`config.mk`:
```
export PLATFORM = sky130hd
export DESIGN_NAME = rvfi_retire_emitter
export DESIGN_NICKNAME = d
export VERILOG_FILES = /design/src/rtl/rvfi_retire_emitter.sv
export SDC_FILE = /design/constraint.sdc
export NUM_CORES = 2
export LEC_CHECK = 0
export CORE_ASPECT_RATIO = 1.4
export CORE_MARGIN = 5
export CORE_UTILIZATION = 50
export DETAILED_ROUTE_END_ITERATION = 10
export PLACE_DENSITY = 0.69
export SLEW_MARGIN = 5
export SYNTH_ARGS = -nofsm -noshare
export SYNTH_HDL_FRONTEND = slang
export SYNTH_SLANG_ARGS = --single-unit
export TNS_END_PERCENT = 5
```
`constraint.sdc`:
```
create_clock -name clock -period 115.5 [get_ports clock]
set_input_delay 23.1 -clock clock [delete_from_list [all_inputs] [get_ports clock]]
set_output_delay 23.1 -clock clock [all_outputs]
set_load 0.01 [all_outputs]
```
`src/rtl/rvfi_retire_emitter.sv`:
```
// Reorder buffer for out-of-order retirement records. It emits them strictly in program order
// on a registered RVFI bus, up to NRET per cycle.
module rvfi_retire_emitter #(
    parameter int unsigned NRET  = 1,
    parameter int unsigned XLEN  = 32,
    parameter int unsigned ILEN  = 32,
    parameter int unsigned DEPTH = 8,
    localparam int unsigned TAG_W = $clog2(DEPTH),
    localparam int unsigned REC_W = ILEN + 18 + 8 * XLEN + XLEN / 4
) (
    input  logic                     clock,
    input  logic                     resetn,
    input  logic                     in_valid,
    output logic                     in_ready,
    input  logic [TAG_W-1:0]         in_tag,
    input  logic [REC_W-1:0]         in_rec,
    input  logic                     flush,
    input  logic [TAG_W-1:0]         flush_tag,
    output logic [NRET-1:0]          rvfi_valid,
    output logic [NRET-1:0]          rvfi_trap,
    output logic [NRET-1:0]          rvfi_halt,
    output logic [NRET-1:0]          rvfi_intr,
    output logic [64*NRET-1:0]       rvfi_order,
    output logic [ILEN*NRET-1:0]     rvfi_insn,
    output logic [5*NRET-1:0]        rvfi_rs1_addr,
    output logic [5*NRET-1:0]        rvfi_rs2_addr,
    output logic [5*NRET-1:0]        rvfi_rd_addr,
    output logic [XLEN*NRET-1:0]     rvfi_rs1_rdata,
    output logic [XLEN*NRET-1:0]     rvfi_rs2_rdata,
    output logic [XLEN*NRET-1:0]     rvfi_rd_wdata,
    output logic [XLEN*NRET-1:0]     rvfi_pc_rdata,
    output logic [XLEN*NRET-1:0]     rvfi_pc_wdata,
    output logic [XLEN*NRET-1:0]     rvfi_mem_addr,
    output logic [XLEN/8*NRET-1:0]   rvfi_mem_rmask,
    output logic [XLEN/8*NRET-1:0]   rvfi_mem_wmask,
    output logic [XLEN*NRET-1:0]     rvfi_mem_rdata,
    output logic [XLEN*NRET-1:0]     rvfi_mem_wdata
);
    localparam int unsigned MW    = XLEN / 8;
    localparam int unsigned CNT_W = $clog2(NRET + 1);

    // Field offsets within a record, counted from the LSB (mem_wdata is last).
    localparam int unsigned OFF_WDATA = 0;
    localparam int unsigned OFF_RDATA = XLEN;
    localparam int unsigned OFF_WMASK = 2 * XLEN;
    localparam int unsigned OFF_RMASK = 2 * XLEN + MW;
    localparam int unsigned OFF_MADDR = 2 * XLEN + 2 * MW;
    localparam int unsigned OFF_PCW   = OFF_MADDR + XLEN;
    localparam int unsigned OFF_PCR   = OFF_PCW + XLEN;
    localparam int unsigned OFF_RDW   = OFF_PCR + XLEN;
    localparam int unsigned OFF_RS2D  = OFF_RDW + XLEN;
    localparam int unsigned OFF_RS1D  = OFF_RS2D + XLEN;
    localparam int unsigned OFF_RD    = OFF_RS1D + XLEN;
    localparam int unsigned OFF_RS2A  = OFF_RD + 5;
    localparam int unsigned OFF_RS1A  = OFF_RS2A + 5;
    localparam int unsigned OFF_INTR  = OFF_RS1A + 5;
    localparam int unsigned OFF_HALT  = OFF_INTR + 1;
    localparam int unsigned OFF_TRAP  = OFF_HALT + 1;
    localparam int unsigned OFF_INSN  = OFF_TRAP + 1;

    typedef enum logic {ModeRun, ModeHalted} mode_e;

    logic [DEPTH-1:0] slot_full_q;
    logic [REC_W-1:0] slot_rec_q [DEPTH];
    logic [TAG_W-1:0] head_q;
    logic [63:0]      order_q;
    mode_e            mode_q;

    logic [NRET-1:0]  take;
    logic [TAG_W-1:0] ret_idx [NRET];
    logic [REC_W-1:0] ret_rec [NRET];
    logic [CNT_W-1:0] ret_cnt;
    logic             ret_halt;
    logic             stop;

    assign in_ready = resetn && !slot_full_q[in_tag];

    // Retirement looks only at registered slot state, so a fresh accept never bypasses.
    always_comb begin
        take     = '0;
        ret_cnt  = '0;
        ret_halt = 1'b0;
        stop     = (mode_q == ModeHalted);
        for (int i = 0; i < NRET; i++) begin
            ret_idx[i] = head_q + TAG_W'(i);
            ret_rec[i] = slot_rec_q[ret_idx[i]];
            if (!stop && slot_full_q[ret_idx[i]]) begin
                take[i] = 1'b1;
                ret_cnt = ret_cnt + CNT_W'(1);
                if (ret_rec[i][OFF_HALT]) begin
                    ret_halt = 1'b1;
                    stop     = 1'b1;
                end
            end else begin
                stop = 1'b1;
            end
        end
    end

    always_ff @(posedge clock) begin
        if (!resetn) begin
            slot_full_q    <= '0;
            head_q         <= '0;
            order_q        <= '0;
            mode_q         <= ModeRun;
            rvfi_valid     <= '0;
            rvfi_trap      <= '0;
            rvfi_halt      <= '0;
            rvfi_intr      <= '0;
            rvfi_order     <= '0;
            rvfi_insn      <= '0;
            rvfi_rs1_addr  <= '0;
            rvfi_rs2_addr  <= '0;
            rvfi_rd_addr   <= '0;
            rvfi_rs1_rdata <= '0;
            rvfi_rs2_rdata <= '0;
            rvfi_rd_wdata  <= '0;
            rvfi_pc_rdata  <= '0;
            rvfi_pc_wdata  <= '0;
            rvfi_mem_addr  <= '0;
            rvfi_mem_rmask <= '0;
            rvfi_mem_wmask <= '0;
            rvfi_mem_rdata <= '0;
            rvfi_mem_wdata <= '0;
        end else if (flush) begin
            slot_full_q <= '0;
            head_q      <= flush_tag;
            rvfi_valid  <= '0;
        end else begin
            rvfi_valid <= take;
            for (int i = 0; i < NRET; i++) begin
                if (take[i]) begin
                    slot_full_q[ret_idx[i]]         <= 1'b0;
                    rvfi_order[i*64 +: 64]          <= order_q + 64'(i);
                    rvfi_insn[i*ILEN +: ILEN]       <= ret_rec[i][OFF_INSN +: ILEN];
                    rvfi_trap[i]                    <= ret_rec[i][OFF_TRAP];
                    rvfi_halt[i]                    <= ret_rec[i][OFF_HALT];
                    rvfi_intr[i]                    <= ret_rec[i][OFF_INTR];
                    rvfi_rs1_addr[i*5 +: 5]         <= ret_rec[i][OFF_RS1A +: 5];
                    rvfi_rs2_addr[i*5 +: 5]         <= ret_rec[i][OFF_RS2A +: 5];
                    rvfi_rd_addr[i*5 +: 5]          <= ret_rec[i][OFF_RD +: 5];
                    rvfi_rs1_rdata[i*XLEN +: XLEN]  <= ret_rec[i][OFF_RS1D +: XLEN];
                    rvfi_rs2_rdata[i*XLEN +: XLEN]  <= ret_rec[i][OFF_RS2D +: XLEN];
                    rvfi_rd_wdata[i*XLEN +: XLEN]   <= ret_rec[i][OFF_RDW +: XLEN];
                    rvfi_pc_rdata[i*XLEN +: XLEN]   <= ret_rec[i][OFF_PCR +: XLEN];
                    rvfi_pc_wdata[i*XLEN +: XLEN]   <= ret_rec[i][OFF_PCW +: XLEN];
                    rvfi_mem_addr[i*XLEN +: XLEN]   <= ret_rec[i][OFF_MADDR +: XLEN];
                    rvfi_mem_rmask[i*MW +: MW]      <= ret_rec[i][OFF_RMASK +: MW];
                    rvfi_mem_wmask[i*MW +: MW]      <= ret_rec[i][OFF_WMASK +: MW];
                    rvfi_mem_rdata[i*XLEN +: XLEN]  <= ret_rec[i][OFF_RDATA +: XLEN];
                    rvfi_mem_wdata[i*XLEN +: XLEN]  <= ret_rec[i][OFF_WDATA +: XLEN];
                end
            end
            // A retiring slot is full, so it can never be the accept target in the same cycle.
            if (in_valid && in_ready) begin
                slot_full_q[in_tag] <= 1'b1;
                slot_rec_q[in_tag]  <= in_rec;
            end
            head_q  <= head_q + TAG_W'(ret_cnt);
            order_q <= order_q + 64'(ret_cnt);
            if (ret_halt) begin
                mode_q <= ModeHalted;
            end
        end
    end

endmodule

```
==> out/metrics.yaml <==
route:
  viasPerCell: 6.19
  detail_route.wl_per_cell_um: 28.9
  num_vias: 64300
  antenna_left: 0
  drt_pass1_iterations: 8
  routed_wl_um: 301000
  drt_drc_violations_left: 0
  drt_iter0_drc: 6362
global_routing:
  grt_pass1_wl_um: 433000
  top_usage_layer: "met2"
  grt_util_met3_pct: 7.85
  grt_util_all_layers_pct: 25.4
  use_met1_pct: 34.0
  gr-usage-met2_pct: 40.6
  grt_max_degree: 151
  grt.overflow.total: 0
  grt_pass1_vias: 63900
  antenna_found_initial: 94
placed_design:
  dpl.hpwl_um: 165000
  place.gp.congestion: 0.797
  dpl.cell_count: 9830
  portBuffers: 703
synth:
  synth_nets: 6929
  synthFlopType: "edfxtp_1"
  synth_cell_types: 67
  ys_top_cells_by_area: "edfxtp_1, dfxtp_1, mux2i_1"
  async_reset_ff_share_pct: 0
  synth-edff-count: 2512
  syn_area_mm2: 0.110
  ys_seq_area_share_pct: 76.7
  yosysWarnings: 0
  synth-seq-cells: 2967
  synth_top_area_share_pct: 68.4
  synth_top_area_cell: "edfxtp_1"
  avgSynthCellArea_um2: 16.7
  syn_inst: 6601
power:
  cellInternalPower_mw: 1.73
  sw_frac_of_total_pct: 21.3
  comb_power_share_pct: 5.0
  pwr-share-seq_pct: 53.4
  power_density_mw_per_mm2: 17.0
  switchingPower_mw: 0.466
  clock_power_share_pct: 41.6
  leakagePower_nw: 40.8
  ir_drop_uv: 14.7
hold_path:
  hold_class: "reg2reg"
timing:
  relSlewSlack_pct: 11.3
  fmax_mhz: 20.7
  grt_setup_unrepaired: "false"
  worst_pin_slew_ns: 1.33
  final_max_slew_viol_count: 0
  post-route-period-util_pct: 41.9
  fin_skew_ns: 0.0386
  min_period_ns: 48.37
  hold_ws_ns: 0.458
  finalSetupViolations: 0
  timing.setup.tns_ns: 0
  hold_violations: 0
worst_setup_path:
  slowest_stage: "clkdlybuf4s50_1"
  crit_path_frequent_cell: "clkdlybuf4s50_1"
  timing.critical_path.from: "in_tag[1]"
  cpLargestDelayFamily: "buffers and inverters"
  cp_max_fo: 9
  max_stage_delay_ns: 0.71
  cp.depth: 5
  cp.required_ns: 92.40
  arrival_ns: 25.27
  r2r_end: "rvfi_mem_addr[23]$_SDFFE_PN0P_"
  path_cells: "clkdlybuf4s50_1 > mux2i_1 > o21ai_0 > a221oi_1 > clkdlybuf4s50_1"
  critPathLaunchType: "primary input"
  crit_end: "in_ready"
  cp-end-kind: "output port"
  path_class: "in2out"
  ff2ff_path_depth: 10
  rrSetupSlack_ns: 108.57
  reg2reg_from: "head_q[2]$_SDFF_PN0_"
  crit_buf_inv: 2
clock_network:
  insertion_delay_ns: 0.85
  cts_setup_buffers: 0
  clk_pin_slew_ns: 0.06
  root_buffer: "clkbuf_16"
  cts-buffers-inserted: 280
  clk_path_buf_depth: 4
  cts_tree: "yes"
  cts.sinks: 2967
  holdBufCountCts: 0
  htree_num_levels: 5
  cts_resized: 0
job:
  cap_violations: 0
floorplan:
  start_util_pct: 50.1
  row_count: 204
  die_height_um: 566
  ios: 704
  core-area_mm2: 0.220
  die_area_mm2: 0.230
  die_x_um: 407
finish:
  most-common-layout-cells: "edfxtp_1, clkdlybuf4s50_1, nor2_1"
  nFillCells: 16500
  fin_cells: 10400
  nets: 7556
  syn2layout_area_growth_pct: 17.3
  drive_gt1_share_pct: 12.2
  layout_commonest_cell: "edfxtp_1"
  final_core_util_pct: 58.8
outcome:
  status: "finished, final reports clean"
## synthesized netlist by cell type (24+ instances only)
| master | count |
|---|---|
| o22ai_1 | 49 |
| a21oi_1 | 297 |
| o21ai_0 | 198 |
| o2bb2ai_1 | 52 |
| nand3_1 | 81 |
| mux2_2 | 136 |
| nor3_1 | 148 |
| nand4_1 | 24 |
| o221a_2 | 34 |
| nor2_1 | 484 |
| mux4_2 | 142 |
| a221oi_1 | 337 |
| and3_1 | 25 |
| edfxtp_1 | 2512 |
| mux2i_1 | 414 |
| a221o_1 | 49 |
| dfxtp_1 | 455 |
| nand2_1 | 215 |
| a211oi_1 | 128 |
| a22oi_1 | 109 |
| clkbuf_1 | 306 |
| buf_2 | 116 |
| buf_1 | 36 |
## cells by family (layout without fill, tap and decap cells)
logic type	after synthesis	count (layout)	synth area share, %
compound gates	1362	1362	8.87
xor+xnor	30	30	0.238
fa+ha+maj	4	4	0.0454
buf+inv	490	1342	1.90
flops	2967	2967	76.7
mux	692	692	8.05
other cells	0	49	0
simple gates	1056	1056	4.23
## metal layers
metal  share of wire (%)  wire, um  vias up
met5                0.19       563        -
met4                 2.5      7570       88
met3                  10     31500      575
met2                  47    143000     2827
met1                  39    118000    33100
li1                    -         -    27700
## area by class of cell
cell class	count	area [um^2]	area share, %
Antenna cell	49	123	0.0948
Timing Repair Buffer	822	8110	6.27
Inverter	13	71.3	0.0552
Multi-Input combinational cell	3144	23800	18.4
Clock inverter	127	1320	1.02
Tap cell	2884	3610	2.79
Sequential cell	2967	84600	65.4
Clock buffer	380	7740	5.98
## registers in the layout, summed over array words and instances, names as in the netlist, 8 cells and up
signal,cells
slot_rec_q,2512
order_q,64
rvfi_order,64
rvfi_insn,32
rvfi_mem_addr,32
rvfi_mem_rdata,32
rvfi_mem_wdata,32
rvfi_pc_rdata,32
rvfi_pc_wdata,32
rvfi_rd_wdata,32
rvfi_rs1_rdata,32
rvfi_rs2_rdata,32
slot_full_q,8
## tightest hold or removal path: stages (launching register included)
cell     delay [ns]
dfxtp_1        0.31
nand2_1        0.05
a21oi_1        0.05
## worst min path at each step
stage | start | to | cells past startpoint
finish | rvfi_order[20]$_SDFFE_PN0P_ | rvfi_order[20]$_SDFFE_PN0P_ | 2
global route | rvfi_rs1_rdata[26]$_SDFFE_PN0P_ | rvfi_rs1_rdata[26]$_SDFFE_PN0P_ | 2
CTS | rvfi_order[20]$_SDFFE_PN0P_ | rvfi_order[20]$_SDFFE_PN0P_ | 2
detailed placement | rvfi_order[21]$_SDFFE_PN0P_ | rvfi_order[21]$_SDFFE_PN0P_ | 2
global placement | rvfi_rs1_rdata[26]$_SDFFE_PN0P_ | rvfi_rs1_rdata[26]$_SDFFE_PN0P_ | 2
floorplan | order_q[63]$_SDFFE_PN0N_ | rvfi_order[63]$_SDFFE_PN0P_ | 2
## power by group through the flow
stage               registers [mW]  clock network (mW)  logic (mW)
detailed placement            1.19                   0       0.110
floorplan                     1.20                   0      0.0588
global placement              1.19                   0       0.107
CTS                           1.17               0.925       0.110
finish                        1.17               0.911       0.110
global route                  1.17               0.969       0.117
## per-stage QoR
stage                     cell area [um^2]  power, mW  setup slack, ns
after detailed placement            120000       1.30            67.20
after global routing                129000       2.26            67.09
after global placement              120000       1.30            67.08
final                               129000       2.19            67.13
after CTS                           129000       2.21            67.20
after floorplan                     110000       1.26            59.79
(Power assumes the default switching activity.)
